`config.mk`:
```
export PLATFORM = sky130hd
export DESIGN_NAME = tile_scheduler
export DESIGN_NICKNAME = d
export VERILOG_FILES = /design/src/rtl/mm_pkg.sv /design/src/rtl/tile_addr_gen.sv /design/src/rtl/tile_scheduler.sv
export SDC_FILE = /design/constraint.sdc
export NUM_CORES = 1
export LEC_CHECK = 0
export BUFFER_PORTS_ARGS = -buffer_cell sky130_fd_sc_hd__buf_2
export CAP_MARGIN = 25
export CORE_ASPECT_RATIO = 0.75
export CORE_MARGIN = 5
export CORE_UTILIZATION = 45
export DETAILED_ROUTE_END_ITERATION = 10
export PLACE_DENSITY = 0.65
export SYNTH_ARGS = -nofsm -noshare
export SYNTH_HDL_FRONTEND = slang
export SYNTH_HIERARCHICAL = 1
export SYNTH_SLANG_ARGS = --single-unit
```
`constraint.sdc`:
```
create_clock -name clock -period 5.5 [get_ports clock]
set_clock_uncertainty 0.15 [all_clocks]
set_input_delay 0.55 -clock clock [delete_from_list [all_inputs] [get_ports clock]]
set_output_delay 0.55 -clock clock [all_outputs]
set_load 0.02 [all_outputs]
```
`src/rtl/mm_pkg.sv`:
```
// Shared definitions for the tile scheduler: FSM encoding, tile geometry,
// default address width and the tile-origin address arithmetic.
package mm_pkg;

    typedef enum logic [1:0] {
        ST_IDLE   = 2'd0,
        ST_CHECK  = 2'd1,
        ST_ISSUE  = 2'd2,
        ST_FINISH = 2'd3
    } state_e;

    localparam int TILE_DIM             = 4;
    localparam int DEFAULT_ADDRESS_SIZE = 8;

    // Wide enough for any DIM_W <= 16 product plus offset; callers truncate
    // the result to their address width, so wrap-around falls out naturally.
    localparam int CALC_W = 32;

    // base + idx_major * stride + idx_minor, as used for the row-major A, B and C.
    function automatic logic [CALC_W-1:0] tile_origin_addr(
        input logic [CALC_W-1:0] base,
        input logic [CALC_W-1:0] idx_major,
        input logic [CALC_W-1:0] stride,
        input logic [CALC_W-1:0] idx_minor
    );
        return base + idx_major * stride + idx_minor;
    endfunction

endpackage

```
`src/rtl/tile_addr_gen.sv`:
```
// Combinational mapping from the current tile indices and the latched job
// configuration to the three tile-origin addresses and the valid extents.
module tile_addr_gen
    import mm_pkg::*;
#(
    parameter int ADDRESS_SIZE = DEFAULT_ADDRESS_SIZE,
    parameter int DIM_W        = 8
) (
    input  logic [DIM_W-1:0]        tile_row_i,
    input  logic [DIM_W-1:0]        tile_col_i,
    input  logic [DIM_W-1:0]        tile_k_i,
    input  logic [DIM_W-1:0]        m_size_i,
    input  logic [DIM_W-1:0]        k_size_i,
    input  logic [DIM_W-1:0]        n_size_i,
    input  logic [ADDRESS_SIZE-1:0] a_offset_i,
    input  logic [ADDRESS_SIZE-1:0] b_offset_i,
    input  logic [ADDRESS_SIZE-1:0] c_offset_i,
    output logic [ADDRESS_SIZE-1:0] a_addr_o,
    output logic [ADDRESS_SIZE-1:0] b_addr_o,
    output logic [ADDRESS_SIZE-1:0] c_addr_o,
    output logic [2:0]              rows_valid_o,
    output logic [2:0]              cols_valid_o,
    output logic [2:0]              k_valid_o
);

    // A is m x k, B is k x n, C is m x n, all row-major.
    assign a_addr_o = ADDRESS_SIZE'(tile_origin_addr(CALC_W'(a_offset_i), CALC_W'(tile_row_i),
                                                     CALC_W'(k_size_i), CALC_W'(tile_k_i)));
    assign b_addr_o = ADDRESS_SIZE'(tile_origin_addr(CALC_W'(b_offset_i), CALC_W'(tile_k_i),
                                                     CALC_W'(n_size_i), CALC_W'(tile_col_i)));
    assign c_addr_o = ADDRESS_SIZE'(tile_origin_addr(CALC_W'(c_offset_i), CALC_W'(tile_row_i),
                                                     CALC_W'(n_size_i), CALC_W'(tile_col_i)));

    // Lane 0 = rows (m), lane 1 = cols (n), lane 2 = k.
    logic [2:0][DIM_W-1:0] size_v;
    logic [2:0][DIM_W-1:0] idx_v;
    logic [2:0][2:0]       ext_v;

    assign size_v[0] = m_size_i;
    assign size_v[1] = n_size_i;
    assign size_v[2] = k_size_i;
    assign idx_v[0]  = tile_row_i;
    assign idx_v[1]  = tile_col_i;
    assign idx_v[2]  = tile_k_i;

    // Extent = min(TILE_DIM, size - index), computed one bit wider so a
    // stale index beyond the size saturates to a full tile instead of wrapping small.
    genvar gi;
    generate
        for (gi = 0; gi < 3; gi++) begin : g_extent
            logic [DIM_W:0] remain;
            assign remain    = {1'b0, size_v[gi]} - {1'b0, idx_v[gi]};
            assign ext_v[gi] = (remain >= (DIM_W+1)'(TILE_DIM)) ? 3'(TILE_DIM) : remain[2:0];
        end
    endgenerate

    assign rows_valid_o = ext_v[0];
    assign cols_valid_o = ext_v[1];
    assign k_valid_o    = ext_v[2];

endmodule

```
`src/rtl/tile_scheduler.sv`:
```
// Walks an m x k by k x n matrix multiply as 4x4x4 tiles (row outer, col
// middle, k inner) and hands each tile to a consumer over a stb/ack handshake.
module tile_scheduler
    import mm_pkg::*;
#(
    parameter int ADDRESS_SIZE = DEFAULT_ADDRESS_SIZE,
    parameter int DIM_W        = 8
) (
    input  logic                    clock,
    input  logic                    reset,
    input  logic                    start,
    input  logic [DIM_W-1:0]        m_size,
    input  logic [DIM_W-1:0]        k_size,
    input  logic [DIM_W-1:0]        n_size,
    input  logic [ADDRESS_SIZE-1:0] a_offset,
    input  logic [ADDRESS_SIZE-1:0] b_offset,
    input  logic [ADDRESS_SIZE-1:0] c_offset,
    output logic                    busy,
    output logic                    done,
    output logic                    size_error,
    output logic                    tile_stb,
    input  logic                    tile_ack,
    output logic [DIM_W-1:0]        tile_row,
    output logic [DIM_W-1:0]        tile_col,
    output logic [DIM_W-1:0]        tile_k,
    output logic [2:0]              rows_valid,
    output logic [2:0]              cols_valid,
    output logic [2:0]              k_valid,
    output logic                    tile_first_k,
    output logic                    tile_last_k,
    output logic [ADDRESS_SIZE-1:0] a_addr,
    output logic [ADDRESS_SIZE-1:0] b_addr,
    output logic [ADDRESS_SIZE-1:0] c_addr
);

    localparam logic [DIM_W:0] STEP = (DIM_W+1)'(TILE_DIM);

    state_e                  state_q, state_d;
    logic [DIM_W-1:0]        m_size_q, m_size_d;
    logic [DIM_W-1:0]        k_size_q, k_size_d;
    logic [DIM_W-1:0]        n_size_q, n_size_d;
    logic [ADDRESS_SIZE-1:0] a_offset_q, a_offset_d;
    logic [ADDRESS_SIZE-1:0] b_offset_q, b_offset_d;
    logic [ADDRESS_SIZE-1:0] c_offset_q, c_offset_d;
    logic [DIM_W-1:0]        row_q, row_d;
    logic [DIM_W-1:0]        col_q, col_d;
    logic [DIM_W-1:0]        kidx_q, kidx_d;
    logic                    size_error_q, size_error_d;

    // Index steps are one bit wider so stepping past 2^DIM_W-4 cannot wrap below the size.
    logic [DIM_W:0] row_step, col_step, kidx_step;
    logic           row_more, col_more, kidx_more;

    assign row_step  = {1'b0, row_q}  + STEP;
    assign col_step  = {1'b0, col_q}  + STEP;
    assign kidx_step = {1'b0, kidx_q} + STEP;
    assign row_more  = row_step  < {1'b0, m_size_q};
    assign col_more  = col_step  < {1'b0, n_size_q};
    assign kidx_more = kidx_step < {1'b0, k_size_q};

    // State, latched job configuration and tile indices.
    always_ff @(posedge clock) begin
        if (reset) begin
            state_q      <= ST_IDLE;
            m_size_q     <= '0;
            k_size_q     <= '0;
            n_size_q     <= '0;
            a_offset_q   <= '0;
            b_offset_q   <= '0;
            c_offset_q   <= '0;
            row_q        <= '0;
            col_q        <= '0;
            kidx_q       <= '0;
            size_error_q <= 1'b0;
        end else begin
            state_q      <= state_d;
            m_size_q     <= m_size_d;
            k_size_q     <= k_size_d;
            n_size_q     <= n_size_d;
            a_offset_q   <= a_offset_d;
            b_offset_q   <= b_offset_d;
            c_offset_q   <= c_offset_d;
            row_q        <= row_d;
            col_q        <= col_d;
            kidx_q       <= kidx_d;
            size_error_q <= size_error_d;
        end
    end

    // Next-state: accept a job, validate sizes, then advance k, col, row on each ack.
    always_comb begin
        state_d      = state_q;
        m_size_d     = m_size_q;
        k_size_d     = k_size_q;
        n_size_d     = n_size_q;
        a_offset_d   = a_offset_q;
        b_offset_d   = b_offset_q;
        c_offset_d   = c_offset_q;
        row_d        = row_q;
        col_d        = col_q;
        kidx_d       = kidx_q;
        size_error_d = size_error_q;
        case (state_q)
            ST_IDLE: begin
                if (start) begin
                    m_size_d     = m_size;
                    k_size_d     = k_size;
                    n_size_d     = n_size;
                    a_offset_d   = a_offset;
                    b_offset_d   = b_offset;
                    c_offset_d   = c_offset;
                    size_error_d = 1'b0;
                    state_d      = ST_CHECK;
                end
            end
            ST_CHECK: begin
                row_d  = '0;
                col_d  = '0;
                kidx_d = '0;
                if (m_size_q == '0 || k_size_q == '0 || n_size_q == '0) begin
                    size_error_d = 1'b1;
                    state_d      = ST_FINISH;
                end else begin
                    state_d = ST_ISSUE;
                end
            end
            ST_ISSUE: begin
                if (tile_ack) begin
                    if (kidx_more) begin
                        kidx_d = kidx_step[DIM_W-1:0];
                    end else begin
                        kidx_d = '0;
                        if (col_more) begin
                            col_d = col_step[DIM_W-1:0];
                        end else begin
                            col_d = '0;
                            if (row_more) begin
                                row_d = row_step[DIM_W-1:0];
                            end else begin
                                row_d   = '0;
                                state_d = ST_FINISH;
                            end
                        end
                    end
                end
            end
            ST_FINISH: state_d = ST_IDLE;
            default:   state_d = ST_IDLE;
        endcase
    end

    assign busy         = (state_q == ST_CHECK) || (state_q == ST_ISSUE);
    assign done         = (state_q == ST_FINISH);
    assign size_error   = size_error_q;
    assign tile_stb     = (state_q == ST_ISSUE);
    assign tile_row     = row_q;
    assign tile_col     = col_q;
    assign tile_k       = kidx_q;
    // Flags are qualified by the strobe so they read 0 whenever no tile is offered.
    assign tile_first_k = tile_stb && (kidx_q == '0);
    assign tile_last_k  = tile_stb && !kidx_more;

    tile_addr_gen #(
        .ADDRESS_SIZE (ADDRESS_SIZE),
        .DIM_W        (DIM_W)
    ) u_addr_gen (
        .tile_row_i   (row_q),
        .tile_col_i   (col_q),
        .tile_k_i     (kidx_q),
        .m_size_i     (m_size_q),
        .k_size_i     (k_size_q),
        .n_size_i     (n_size_q),
        .a_offset_i   (a_offset_q),
        .b_offset_i   (b_offset_q),
        .c_offset_i   (c_offset_q),
        .a_addr_o     (a_addr),
        .b_addr_o     (b_addr),
        .c_addr_o     (c_addr),
        .rows_valid_o (rows_valid),
        .cols_valid_o (cols_valid),
        .k_valid_o    (k_valid)
    );

endmodule

```
After elaboration in Yosys (flattened, before gate mapping). Cells that the tools add are included.

Add/subtract/negate cells: 12. Multiply operators: 3. Divide/modulo/power cells: 0. $lt $le $gt $ge: 6. Equal/unequal tests: 9. Shift-type cells: 0. Multiplexer cells: 25. Bitwise operators: 0. Reductions and logical operators: 19.

Operators with widths (count): 8-bit two-way mux (9); 8-bit adder (6); 8-bit one-hot mux with 2 select lines (3); 8-bit logical NOT (4); 8-bit by 3-bit adder with 9-bit output (second input constant) (3); 9-bit by 3-bit greater-or-equal comparator with 1-bit output (second input constant) (3); 9-bit by 8-bit < comparator with 1-bit output (3); 8-bit by 8-bit subtractor with 9-bit output (3); 8-bit by 8-bit multiplier with 8-bit output (3); 2-bit two-way mux (5); 2-bit inequality test (second input constant) (5); 3-bit two-way mux (3); 2-bit one-hot mux with 4 select lines (1); 3-bit AND reduction (2); 5-bit AND reduction (1); 2-bit equality test (second input constant) (2); 2-bit AND reduction (2); 4-bit AND reduction (1); 2-bit nonzero test (2); 1-bit logical OR (3); 1-bit two-way mux (3); 2-bit by 1-bit equality test with 1-bit output (second input constant) (1); 1-bit logical AND (2); 2-bit logical NOT (1); 3 further kinds (3).

Register bits after elaboration: 75. Bits in latches: 0. Bits in writable memories: 0. ROM bits: 0. Input bits: 52. Output and inout bits: 63. Memories kept: 0.

Depth between registers and ports, before layout. Gate-level depths: netlist of the first run.

Depth after elaboration: 7. Depth in mapped cells: 16. Mapped depth without buffers: 15.

Hierarchy. Netlist of the first run, hierarchy kept.

Modules (own cells, without submodules): tile_addr_gen (times used 1, cells each 574, area an instance 4713.3 um^2, sequential area each 0.0 um^2); tile_scheduler (times used 1, cells each 449, area an instance 3520.9 um^2, sequential area each 1381.3 um^2).

Worst setup path after synthesis of the first run. OpenSTA, ideal clock, no wires.

Kind: reg2out. Start: register n_size_q[1]. End: output c_addr[7]. Arrival time: 4.541 ns. Required time: 4.800 ns. Slack: 0.259 ns. Cell stages (with the launch flop): 17. Buffers on the path: 1. Path through: dfxtp_1 -> clkbuf_1 -> nand2_1 -> fa_1 -> inv_1 -> fa_1 -> inv_1 -> fa_1 -> inv_1 -> fa_1 -> inv_1 -> fa_1 -> inv_1 -> ha_1 -> a21oi_1 -> o21ai_0 -> xnor3_1.

Longest elaborated chain between the ends: 3.

Ends and longest elaborated chain: start: declaration (line tile_scheduler.sv:41) `logic [DIM_W-1:0] n_size_q, n_size_d;`; start signal: assignment (line tile_scheduler.sv:79) `n_size_q <= n_size_d;`; 8-bit by 8-bit multiplier with 8-bit output (line mm_pkg.sv:26) `return base + idx_major * stride + idx_minor;`; 8-bit adder (2 in a row) (line mm_pkg.sv:26); end: declaration (line tile_scheduler.sv:33) `output logic [ADDRESS_SIZE-1:0] c_addr`.

No other way between the ends.

Worst setup path in the final report of the first run. Ends and elaborated chain as after synthesis.

==> key figures, run 1 <==
CTS
  • CTS H-Tree Depth: 3
  • CTS Buf Count: 9
  • Clock sink count: 69
  • Cts hold-fix bufs: 0
  • Max Root-Sink Buffers: 2
  • CTS tree: yes
  • Root buffer cell: clkbuf_16
  • CTS clk-pin slew, worst paths: 60 ps
  • Skew-Pair Late Insertion Delay: between 300 and 400 ps

Synthesis
  • Post-synth top flop: dfxtp_1
  • Area leader, netlist: ha_1
  • Most frequent cells after synthesis: 198 x nand2_1, 170 x inv_1, 117 x ha_1
  • #FFs+latches synth: between 60 and 70
  • Largest cells by area after synthesis: ha_1 18%, dfxtp_1 17%, fa_1 17%
  • Yosys warnings: 6
  • Syn Area/Cell: ~8.0 µm²
  • Largest family of logic cells by synthesized area: adder cells
  • Gate Count Post-Synth: approximately 1000
  • Post-synth top area share: 17.78%
  • Ys async rst share: 0%
  • Proportion of synthesized area in mux cells: less than 1%
  • Compound-Gate Fraction of Synth Area: between 10 and 15%
  • Sequential-to-total area share from yosys stat: approximately 17%
  • Cell Area, Synth: approximately 8200 µm²
  • Area share of fa/ha/maj cells after synthesis: roughly a third
  • Cell with the most instances after synthesis: nand2_1
  • Post-synth EDFFs: 0
  • Post-Synth Simple-Gate Area: ~18%
  • Yosys cell types: 57
  • Post-Synth XOR/XNOR Area: under 10%

Floorplanning
  • Die area: ~21000 µm²
  • Horiz. Die Dim: 166.2 µm
  • Core area: 17810 µm²
  • Initial Util: between 40% and 50%
  • IO Count: around 120
  • Die height: about 130 µm
  • FP Rows: 42

Route
  • Routed Antenna Nets: 0
  • DR iter-0 viols: 420
  • Highest metal used: met4
  • Met3 wire len: ~1500 µm
  • Met2 wire len: around 9300 µm
  • 1st-pass router iterations: 5
  • Vias per cell: between 4 and 5
  • DR vias: just over 7000
  • Final wirelength: around 22000 µm
  • Met1 Wirelength: 10760 µm
  • Drt drc: 0
  • WL/cell: roughly 15 µm

Power and ir drop
  • Combinational share of power: 56.3%
  • Leak: 4.775 nW
  • Sw frac: 45.34%
  • Reg power frac: 23.5%
  • Clk pwr share: 20.2%
  • Pwr Total: about 2.9 mW
  • Int Pwr: between 1.5 and 2 mW
  • Peak VDD IR: roughly 0.34 mV
  • P_sw: 1.294 mW
  • PwrDens: 288.3 nW/µm²

Layout
  • Multi-input gate area: between 6000 and 7000 µm²
  • P&R area growth vs syn: 20.27%
  • Ant. Diodes: 0
  • Post-route cell area: 9903 µm²
  • Reg area: between 1000 and 1500 µm²
  • Nets: between 1000 and 1500
  • Layout cells sized above 1: between 10% and 20%
  • Fill cells: between 1500 and 2000
  • Final design utilization: around 56%

Min path
  • Hold depth: 3
  • Worst hold path endpoint: k_size_q[1]$_SDFFE_PP0P_
  • Hold Path Class: in -> reg
  • Hold path start: k_size[1]

Placed design
  • DP Wirelength: approximately 17000 µm
  • Dpl ws: ~160 ps
  • Placed inst area: between 9000 and 10000 µm²
  • PortBufs: approximately 110
  • GPL Wtd Cong: around 0.86

Critical path
  • R2r setup slk: 2070 ps
  • Max FO, Critical Path: 3
  • Worst R2R Start: tile_k[2]$_SDFFE_PP0P_
  • Crit end category: primary output
  • FF-to-FF path depth: 11
  • Critical Path AT: around 4700 ps
  • Reg2Reg Capture Point: tile_row[5]$_SDFFE_PP0P_
  • Critical path required time: about 4800 ps
  • Startpoint Class: flop
  • Setup CP Type: reg -> out

Timing
  • Crit path time final: between 5000 and 6000 ps
  • Worst Max-Slew Pin Slew: roughly 790 ps
  • Final setup margin: around 130 ps
  • Fin Hold WS: ~280 ps
  • Hold Violations, Final: 0
  • Period utilization: 97.67%
  • Final setup viols: 0
  • Slew Viols, Final: 0
  • Rel. slew slack: around 47%
  • Fmax: 186.2 MHz

Global route
  • Total global-route track usage: around 21%
  • Initial antenna violation count: 0
  • Largest net degree at the start of global routing: 72
  • GRT overflow: 0
  • First-pass GRT wire length: around 36000 µm
  • Vias in the first global route: between 7000 and 8000

Outcome
  • Status: completed

Run
  • Max-cap violations: 0
## per-layer routing
layer,GRT usage (%),vias to the layer above
met5,0,-
met4,3.734,0
met3,5.466,18
met2,32.20,209
met1,29.37,3280
li1,-,3566
## worst max path at each step
stage / start / end / slack [ps] / cells after the start
6_report: n_size_q[1]$_SDFFE_PP0P_ / c_addr[7] / 130 / 17
5_1_grt: n_size_q[1]$_SDFFE_PP0P_ / c_addr[7] / -3 / 17
4_1_cts: tile_row[4]$_SDFFE_PP0P_ / a_addr[7] / 30 / 15
3_5_place_dp: n_size_q[0]$_SDFFE_PP0P_ / c_addr[7] / 160 / 16
3_3_place_gp: n_size_q[0]$_SDFFE_PP0P_ / b_addr[7] / 250 / 17
2_1_floorplan: n_size_q[1]$_SDFFE_PP0P_ / c_addr[7] / 260 / 16
## timing repair
item / in CTS / in global routing
setup buffers: 0 / 14
resized for setup: 8 / 63
setup endpoints to repair: 3 / 3
pin swaps: 2 / 26
## sequential cells by signal, indices dropped and copies added, names as in the netlist
| name | flops |
|---|---|
| k_size_q | 8 |
| size_error | 1 |
| state_q | 2 |
| a_offset_q | 8 |
| tile_k | 6 |
| c_offset_q | 8 |
| n_size_q | 8 |
| b_offset_q | 8 |
| tile_row | 6 |
| tile_col | 6 |
| m_size_q | 8 |
## layout by cell type, fill, tap and decap left out, drive strengths merged, types with 10 or more instances in the layout
cell type    n
inv        170
a21oi       83
and2        30
dfxtp       69
conb        44
nor3        10
xnor2       59
ha         117
xor2        20
fa          69
clkbuf      11
nand3       16
nand2      198
buf        151
a21o        13
nor2        21
o21ai       13
## logic make-up after synthesis
logic type,count (synthesis)
compound gates,153
xor+xnor,82
fa+ha+maj,186
buf+inv,208
flops,69
mux,1
other cells,1
simple gates,323
## critical path, cell delays in order, from the launching register on
cell and delay (ps):
dfxtp_4 370, buf_6 90, nand2_2 50, fa_1 500
inv_2 40, fa_1 470, inv_1 50, fa_1 500
inv_1 50, fa_1 510, inv_2 50, fa_1 490
inv_2 40, ha_4 280, nand2_2 60, o21ai_2 180
xnor3_1 460, buf_6 150
## through the flow
stage               cells  setup TNS, ps
finish               1436              0
global route         1436         -5.103
CTS                  1422              0
detailed placement   1407              0
global placement     1407              0
floorplan            1066              0
## final cells by class
type                            count  area share (%)
Sequential cell                    69           14.25
Multi-Input combinational cell    789           64.14
Tap cell                          242           3.057
Clock inverter                      4          0.5054
Timing Repair Buffer              151           9.248
Inverter                          170           6.443
Clock buffer                       11           2.350
## power by group through the flow
stage | registers (mW) | logic, mW | clock network, mW
3_3_place_gp | 0.677 | 1.48 | 0
6_report | 0.671 | 1.61 | 0.577
5_1_grt | 0.684 | 1.82 | 0.611
3_5_place_dp | 0.680 | 1.50 | 0
2_1_floorplan | 0.655 | 1.13 | 0
4_1_cts | 0.670 | 1.51 | 0.596
No activity file was read; power rests on OpenSTA's default activity.
==> inputs of run 2 (changes only) <==
Settings changed: CORE_UTILIZATION 45 to 39, PLACE_DENSITY 0.65 to default.
==> key figures, run 2 (synthesis results as in run 1) <==
Min path
  • Hold path start: k_size[0] (was k_size[1])
  • Hold Path Class: in -> reg (unchanged)
  • Hold depth: 3 (unchanged)
  • Worst hold path endpoint: k_size_q[0]$_SDFFE_PP0P_ (was k_size_q[1]$_SDFFE_PP0P_)

CTS
  • Skew-Pair Late Insertion Delay: 340 ps (was 350 ps)
  • Clock sink count: 69 (unchanged)
  • CTS H-Tree Depth: 3 (unchanged)
  • CTS tree: yes (unchanged)
  • Root buffer cell: clkbuf_16 (unchanged)
  • CTS clk-pin slew, worst paths: 60 ps (about the same)
  • CTS Buf Count: 9 (unchanged)
  • Max Root-Sink Buffers: 2 (unchanged)

Timing
  • Fmax: 188.5 MHz (was 186.2 MHz)
  • Period utilization: 96.44% (was 97.67%)
  • Rel. slew slack: 36.61% (was 47.45%)
  • Crit path time final: 5304 ps (was 5372 ps)
  • Final setup viols: 0 (unchanged)
  • Final setup margin: 196.1 ps (was 128.3 ps)
  • Slew Viols, Final: 0 (unchanged)
  • RSZ-0062 raised after global routing: no
  • Hold Violations, Final: 0 (unchanged)
  • Fin Hold WS: 281.9 ps (was 282.8 ps)
  • Worst Max-Slew Pin Slew: 950.9 ps (was 788.3 ps)
  • Setup TNS: 0 ps (unchanged)

Global route
  • Initial antenna violation count: 0 (unchanged)
  • Largest net degree at the start of global routing: 72 (unchanged)
  • Vias in the first global route: 6912 (was 7125)
  • First-pass GRT wire length: 35330 µm (was 35710 µm)
  • Total global-route track usage: 18.28% (was 20.67%)
  • GRT overflow: 0 (unchanged)

Route
  • Vias per cell: 4.696 (was 4.925)
  • Drt drc: 0 (unchanged)
  • DR vias: 6893 (was 7073)
  • DR iter-0 viols: 400 (was 420)
  • Routed Antenna Nets: 0 (unchanged)
  • Final wirelength: 21660 µm (was 21770 µm)
  • 1st-pass router iterations: 5 (unchanged)
  • WL/cell: 14.76 µm (was 15.16 µm)

Layout
  • Layout cells sized above 1: 16.27% (was 18.51%)
  • P&R area growth vs syn: 18.46% (was 20.27%)
  • Post-route cell area: 9754 µm² (was 9903 µm²)
  • Final Non-Filler Cells: 1468 (was 1436)
  • Nets: 1413 (was 1428)
  • Most frequent cells in the layout: 196 x nand2_1, 164 x inv_1, 113 x ha_1, 107 x buf_2, 80 x a21oi_1 (was 194 x nand2_1, 158 x inv_1, 109 x ha_1, 105 x buf_2, 80 x a21oi_1)
  • Ant. Diodes: 0 (unchanged)
  • Final design utilization: 46.56% (was 55.59%)
  • Most common cell after layout, fill and taps aside: nand2_1 (unchanged)

Power and ir drop
  • Int Pwr: 1.534 mW (was 1.560 mW)
  • Sw frac: 45.83% (was 45.34%)
  • Reg power frac: 23.6% (was 23.5%)
  • Clk pwr share: 21.3% (was 20.2%)
  • Leak: 4.708 nW (was 4.775 nW)
  • P_sw: 1.298 mW (was 1.294 mW)
  • Pwr Total: 2.832 mW (was 2.855 mW)
  • PwrDens: 290.4 nW/µm² (was 288.3 nW/µm²)
  • Peak VDD IR: 0.3846 mV (was 0.3405 mV)
  • Combinational share of power: 55.1% (was 56.3%)

Floorplanning
  • FP Rows: 46 (was 42)
  • Die height: 135.8 µm (was 127.1 µm)
  • IO Count: 115 (unchanged)
  • Die area: 24150 µm² (was 21130 µm²)
  • Horiz. Die Dim: 177.8 µm (was 166.2 µm)
  • Core area: 20950 µm² (was 17810 µm²)
  • Initial Util: 39.30% (was 46.22%)

Placed design
  • Placed inst area: 9306 µm² (was 9279 µm²)
  • Inst Count DP: 1449 (was 1407)
  • GPL Wtd Cong: 0.8682 (was 0.8604)
  • DP Wirelength: 17220 µm (was 16820 µm)
  • Dpl ws: 220.0 ps (was 156.4 ps)
  • PortBufs: 108 (unchanged)

Critical path
  • Startpoint Class: flop (unchanged)
  • Worst stage delay on the critical path: 530 ps (was 510 ps)
  • Worst R2R Start: tile_k[2]$_SDFFE_PP0P_ (unchanged)
  • R2r setup slk: 1960 ps (was 2070 ps)
  • Max FO, Critical Path: 3 (unchanged)
  • Setup CP Type: reg -> out (unchanged)
  • Crit end category: primary output (unchanged)
  • FF-to-FF path depth: 11 (unchanged)
  • Critical path required time: 4800 ps (about the same)
  • Critical path's slowest cell: fa_1 (unchanged)
  • Worst-path cell chain: inv_4 > fa_1 > inv_1 > fa_1 > inv_1 > fa_1 > inv_2 > fa_1 > inv_1 > fa_1 > inv_2 > ha_4 > nand2_2 > o21ai_2 > xnor3_1 > buf_6 (was buf_6 > nand2_2 > fa_1 > inv_2 > fa_1 > inv_1 > fa_1 > inv_1 > fa_1 > inv_2 > fa_1 > inv_2 > ha_4 > nand2_2 > o21ai_2 > xnor3_1 > buf_6)
  • Reg2Reg Capture Point: tile_row[5]$_SDFFE_PP0P_ (unchanged)
  • Cell mode on critical path: fa_1 (unchanged)
  • Critical Path AT: 4600 ps (was 4670 ps)

Outcome
  • Status: completed (unchanged)

Run
  • Max-cap violations: 0 (unchanged)
-- run 2: worst max-delay path: cells and delay by family, from the launching register on --
kind / cells / cell delay (ps)
adders and majority gates: 6 / 2790
xor gates and xnor gates: 1 / 450
buffers and inverters: 7 / 450
DFF: 1 / 360
AOI/OAI and AO/OA: 1 / 170
and+or+nand+nor: 1 / 60
-- run 2: final cells by class --
| cell class | count | area (µm²) |
|---|---|---|
| Fill cell | 2139 | 11200 |
| Multi-Input combinational cell | 789 | 6280 |
| Sequential cell | 69 | 1399 |
| Timing Repair Buffer | 136 | 775.7 |
| Clock buffer | 9 | 225.2 |
| Clock inverter | 7 | 73.82 |
| Tap cell | 288 | 360.3 |
| Inverter | 170 | 640.6 |
-- run 2: worst max path at each step --
stage                     cells past startpoint                     start  slack, ps   endpoint
after global placement                       14    tile_k[4]$_SDFFE_PP0P_        280  a_addr[7]
final                                        16  tile_col[6]$_SDFFE_PP0P_        200  c_addr[7]
after global routing                         16  tile_row[4]$_SDFFE_PP0P_          7  c_addr[7]
after floorplan                              16  n_size_q[1]$_SDFFE_PP0P_        260  c_addr[7]
after detailed placement                     14    tile_k[4]$_SDFFE_PP0P_        220  a_addr[7]
after CTS                                    17  n_size_q[1]$_SDFFE_PP0P_          3  b_addr[7]
-- run 2: per-layer routing --
layer | wire (µm) | vias to the layer above | track usage, %
met3 | 1308 | 21 | 4.226
met4 | 220 | 0 | 3.134
met1 | 11250 | 3176 | 27.35
met2 | 8886 | 157 | 27.24
li1 | - | 3539 | -
met5 | 0 | - | 0
-- run 2: what timing repair did --
action,in CTS,in global routing
buffers inserted,0,3
hold buffers,0,0
endpoints found under the setup margin,3,3
pin swaps,1,15
gates resized for setup,10,33
-- run 2: power by group through the flow --
| stage | Clock (mW) | Sequential (mW) | Combinational [mW] |
|---|---|---|---|
| 3_5_place_dp | 0 | 0.677 | 1.50 |
| 4_1_cts | 0.622 | 0.667 | 1.52 |
| 6_report | 0.603 | 0.667 | 1.56 |
| 5_1_grt | 0.636 | 0.681 | 1.76 |
| 2_1_floorplan | 0 | 0.655 | 1.13 |
| 3_3_place_gp | 0 | 0.675 | 1.50 |
==> inputs of run 3 (changes only) <==
Settings changed: BUFFER_PORTS_ARGS -buffer_cell sky130_fd_sc_hd__buf_2 to default, DONT_BUFFER_PORTS from default to 1.
==> key figures, run 3 (synthesis results as in run 1) <==
Placed design
  • GPL Wtd Cong: 0.8681 (was 0.8682)
  • Placed inst area: 8864 µm² (was 9306 µm²)
  • DP Wirelength: 17370 µm (was 17220 µm)
  • PortBufs: 0 (was 108)
  • Inst Count DP: 1352 (was 1449)
  • Dpl ws: 255.2 ps (was 220.0 ps)

Global route
  • First-pass GRT wire length: 34990 µm (was 35330 µm)
  • Met1 Track Usage GR: 27.07% (was 27.35%)
  • Vias in the first global route: 6582 (was 6912)
  • Top Usage Layer GRT: met2 (was met1)
  • Global Route met2 Usage: 27.28% (was 27.24%)
  • Met3 usage: 4.810% (was 4.226%)
  • GRT overflow: 0 (unchanged)
  • Total global-route track usage: 18.32% (was 18.28%)
  • Initial antenna violation count: 0 (unchanged)
  • Largest net degree at the start of global routing: 72 (unchanged)

Route
  • Final wirelength: 21780 µm (was 21660 µm)
  • DR vias: 6645 (was 6893)
  • 1st-pass router iterations: 5 (unchanged)
  • Vias per cell: 4.854 (was 4.696)
  • Routed Antenna Nets: 0 (unchanged)
  • Drt drc: 0 (unchanged)
  • DR iter-0 viols: 388 (was 400)
  • WL/cell: 15.91 µm (was 14.76 µm)

Critical path
  • Worst stage delay on the critical path: 560 ps (was 530 ps)
  • Critical path required time: 4800 ps (about the same)
  • Critical Path AT: 4640 ps (was 4600 ps)
  • FF-to-FF path depth: 11 (unchanged)
  • CP endpoint: a_addr[7] (was c_addr[7])
  • Worst R2R Start: tile_k[2]$_SDFFE_PP0P_ (unchanged)
  • Startpoint Class: flop (unchanged)
  • Worst-path cell chain: buf_4 > nand2_1 > fa_1 > fa_1 > fa_1 > fa_1 > fa_1 > xnor2_1 > xnor2_1 > xnor2_1 > xnor3_2 (was inv_4 > fa_1 > inv_1 > fa_1 > inv_1 > fa_1 > inv_2 > fa_1 > inv_1 > fa_1 > inv_2 > ha_4 > nand2_2 > o21ai_2 > xnor3_1 > buf_6)
  • R2r setup slk: 2240 ps (was 1960 ps)
  • Reg2Reg Capture Point: tile_row[5]$_SDFFE_PP0P_ (unchanged)
  • Cell mode on critical path: fa_1 (unchanged)
  • Crit end category: primary output (unchanged)
  • Critical Path Source: tile_row[6]$_SDFFE_PP0P_ (was tile_col[6]$_SDFFE_PP0P_)
  • Setup CP Type: reg -> out (unchanged)
  • Critical path's slowest cell: xnor3_2 (was fa_1)
  • Max FO, Critical Path: 9 (was 3)

Timing
  • Rel. slew slack: 48.23% (was 36.61%)
  • Final setup viols: 0 (unchanged)
  • Worst Max-Slew Pin Slew: 771.9 ps (was 950.9 ps)
  • Crit path time final: 5341 ps (was 5304 ps)
  • Period utilization: 97.11% (was 96.44%)
  • Setup TNS: 0 ps (unchanged)
  • Fmax: 187.2 MHz (was 188.5 MHz)
  • Final setup margin: 158.8 ps (was 196.1 ps)
  • Slew Viols, Final: 0 (unchanged)
  • RSZ-0062 raised after global routing: no (unchanged)
  • Hold Violations, Final: 0 (unchanged)

Power and ir drop
  • Clk pwr share: 22.4% (was 21.3%)
  • Reg power frac: 24.4% (was 23.6%)
  • Peak VDD IR: 0.3289 mV (was 0.3846 mV)
  • P_sw: 1.274 mW (was 1.298 mW)
  • Int Pwr: 1.484 mW (was 1.534 mW)
  • PwrDens: 299.5 nW/µm² (was 290.4 nW/µm²)
  • Combinational share of power: 53.2% (was 55.1%)
  • Pwr Total: 2.757 mW (was 2.832 mW)
  • Sw frac: 46.20% (was 45.83%)
  • Leak: 4.273 nW (was 4.708 nW)

Min path
  • Hold Path Class: in -> reg (unchanged)

Layout
  • Most common cell after layout, fill and taps aside: nand2_1 (unchanged)
  • Post-route cell area: 9208 µm² (was 9754 µm²)
  • Final Non-Filler Cells: 1369 (was 1468)
  • Fill cells: 2182 (was 2139)
  • Nets: 1314 (was 1413)
  • Most frequent cells in the layout: 197 x nand2_1, 170 x inv_1, 117 x ha_1, 83 x a21oi_1, 69 x fa_1 (was 196 x nand2_1, 164 x inv_1, 113 x ha_1, 107 x buf_2, 80 x a21oi_1)
  • Multi-input gate area: 6212 µm² (was 6280 µm²)
  • P&R area growth vs syn: 11.82% (was 18.46%)
  • Reg area: 1390 µm² (was 1399 µm²)
  • Layout cells sized above 1: 6.938% (was 16.27%)
  • Ant. Diodes: 0 (unchanged)

Floorplanning
  • Initial Util: 39.30% (unchanged)
  • Die height: 135.8 µm (unchanged)
  • Core area: 20950 µm² (unchanged)
  • FP Rows: 46 (unchanged)
  • Horiz. Die Dim: 177.8 µm (unchanged)
  • IO Count: 115 (unchanged)
  • Die area: 24150 µm² (unchanged)

Outcome
  • Status: completed (unchanged)

CTS
  • CTS H-Tree Depth: 3 (unchanged)
  • Postcts setup bufs: 0 (unchanged)
  • CTS Buf Count: 9 (unchanged)
  • Max Root-Sink Buffers: 2 (unchanged)
  • Cts hold-fix bufs: 0 (unchanged)
  • CTS tree: yes (unchanged)
  • CTS clk-pin slew, worst paths: 70 ps (was 60 ps)
  • Root buffer cell: clkbuf_16 (unchanged)
  • Clock sink count: 69 (unchanged)
  • Skew-Pair Late Insertion Delay: 350 ps (was 340 ps)

Run
  • Max-cap violations: 0 (unchanged)
-- run 3: cell count changes in the layout (fill, tap and decap cells not counted), moves of 4 or more --
cell,before,now
buf_2,107,0
buf_4,23,34
inv_1,164,170
buf_6,6,1
inv_2,5,0
ha_1,113,117
ha_4,4,0
-- run 3: power groups by stage --
stage                     combinational, mW  sequential, mW  clock, mW
after floorplan                        1.13           0.655          0
after global placement                 1.41           0.682          0
after detailed placement               1.43           0.685          0
after CTS                              1.45           0.673      0.626
after global routing                   1.65           0.687      0.649
final                                  1.47           0.673      0.616
-- run 3: critical path: cells and delay by family (launching register included) --
family | cells | cell delay, ps
XOR/XNOR | 4 | 1140
adder cells (fa/ha/maj) | 5 | 2440
AND/OR/NAND/NOR | 1 | 100
buffers and inverters | 1 | 240
flip-flops | 1 | 360
-- run 3: how the worst min path moves through the flow --
stage / startpoint / depth (start not counted) / slack, ps / endpoint
detailed placement: c_offset_q[5]$_SDFFE_PP0P_ / 2 / 300 / c_offset_q[5]$_SDFFE_PP0P_
global placement: a_offset_q[6]$_SDFFE_PP0P_ / 2 / 290 / a_offset_q[6]$_SDFFE_PP0P_
finish: reset / 1 / 110 / m_size_q[6]$_SDFFE_PP0P_
floorplan: a_offset_q[4]$_SDFFE_PP0P_ / 2 / 290 / a_offset_q[4]$_SDFFE_PP0P_
global route: reset / 1 / 100 / m_size_q[4]$_SDFFE_PP0P_
CTS: reset / 1 / 110 / m_size_q[3]$_SDFFE_PP0P_
-- run 3: timing repair --
action,CTS,global route
pin swaps,3,0
endpoints found under the hold margin,0,0
resized for setup,4,12
setup endpoints to repair,3,4
-- run 3: cell type report --
type | instances | share of cell area (%)
inverters | 170 | 6.930
flip-flops and latches | 69 | 15.10
clock inverters | 6 | 0.7746
well taps | 288 | 3.914
repair buffers | 37 | 3.329
clock buffers | 10 | 2.487
multi-input cells | 789 | 67.47
-- run 3: routing by layer --
layer  vias to the layer above  wire [µm]  part of all wire (%)
li1                       3346          -                     -
met1                      3098      10850                    50
met2                       185       9069                    42
met3                        16       1666                   7.7
met4                         0        195                  0.90
met5                         -          0                     0
-- run 3: stage by stage --
step	util, %	hold slack (ps)
floorplan	-	286.3
global placement	42.31	289.2
detailed placement	42.31	295.9
CTS	43.76	108.3
global route	43.95	102.4
finish	43.95	112.8
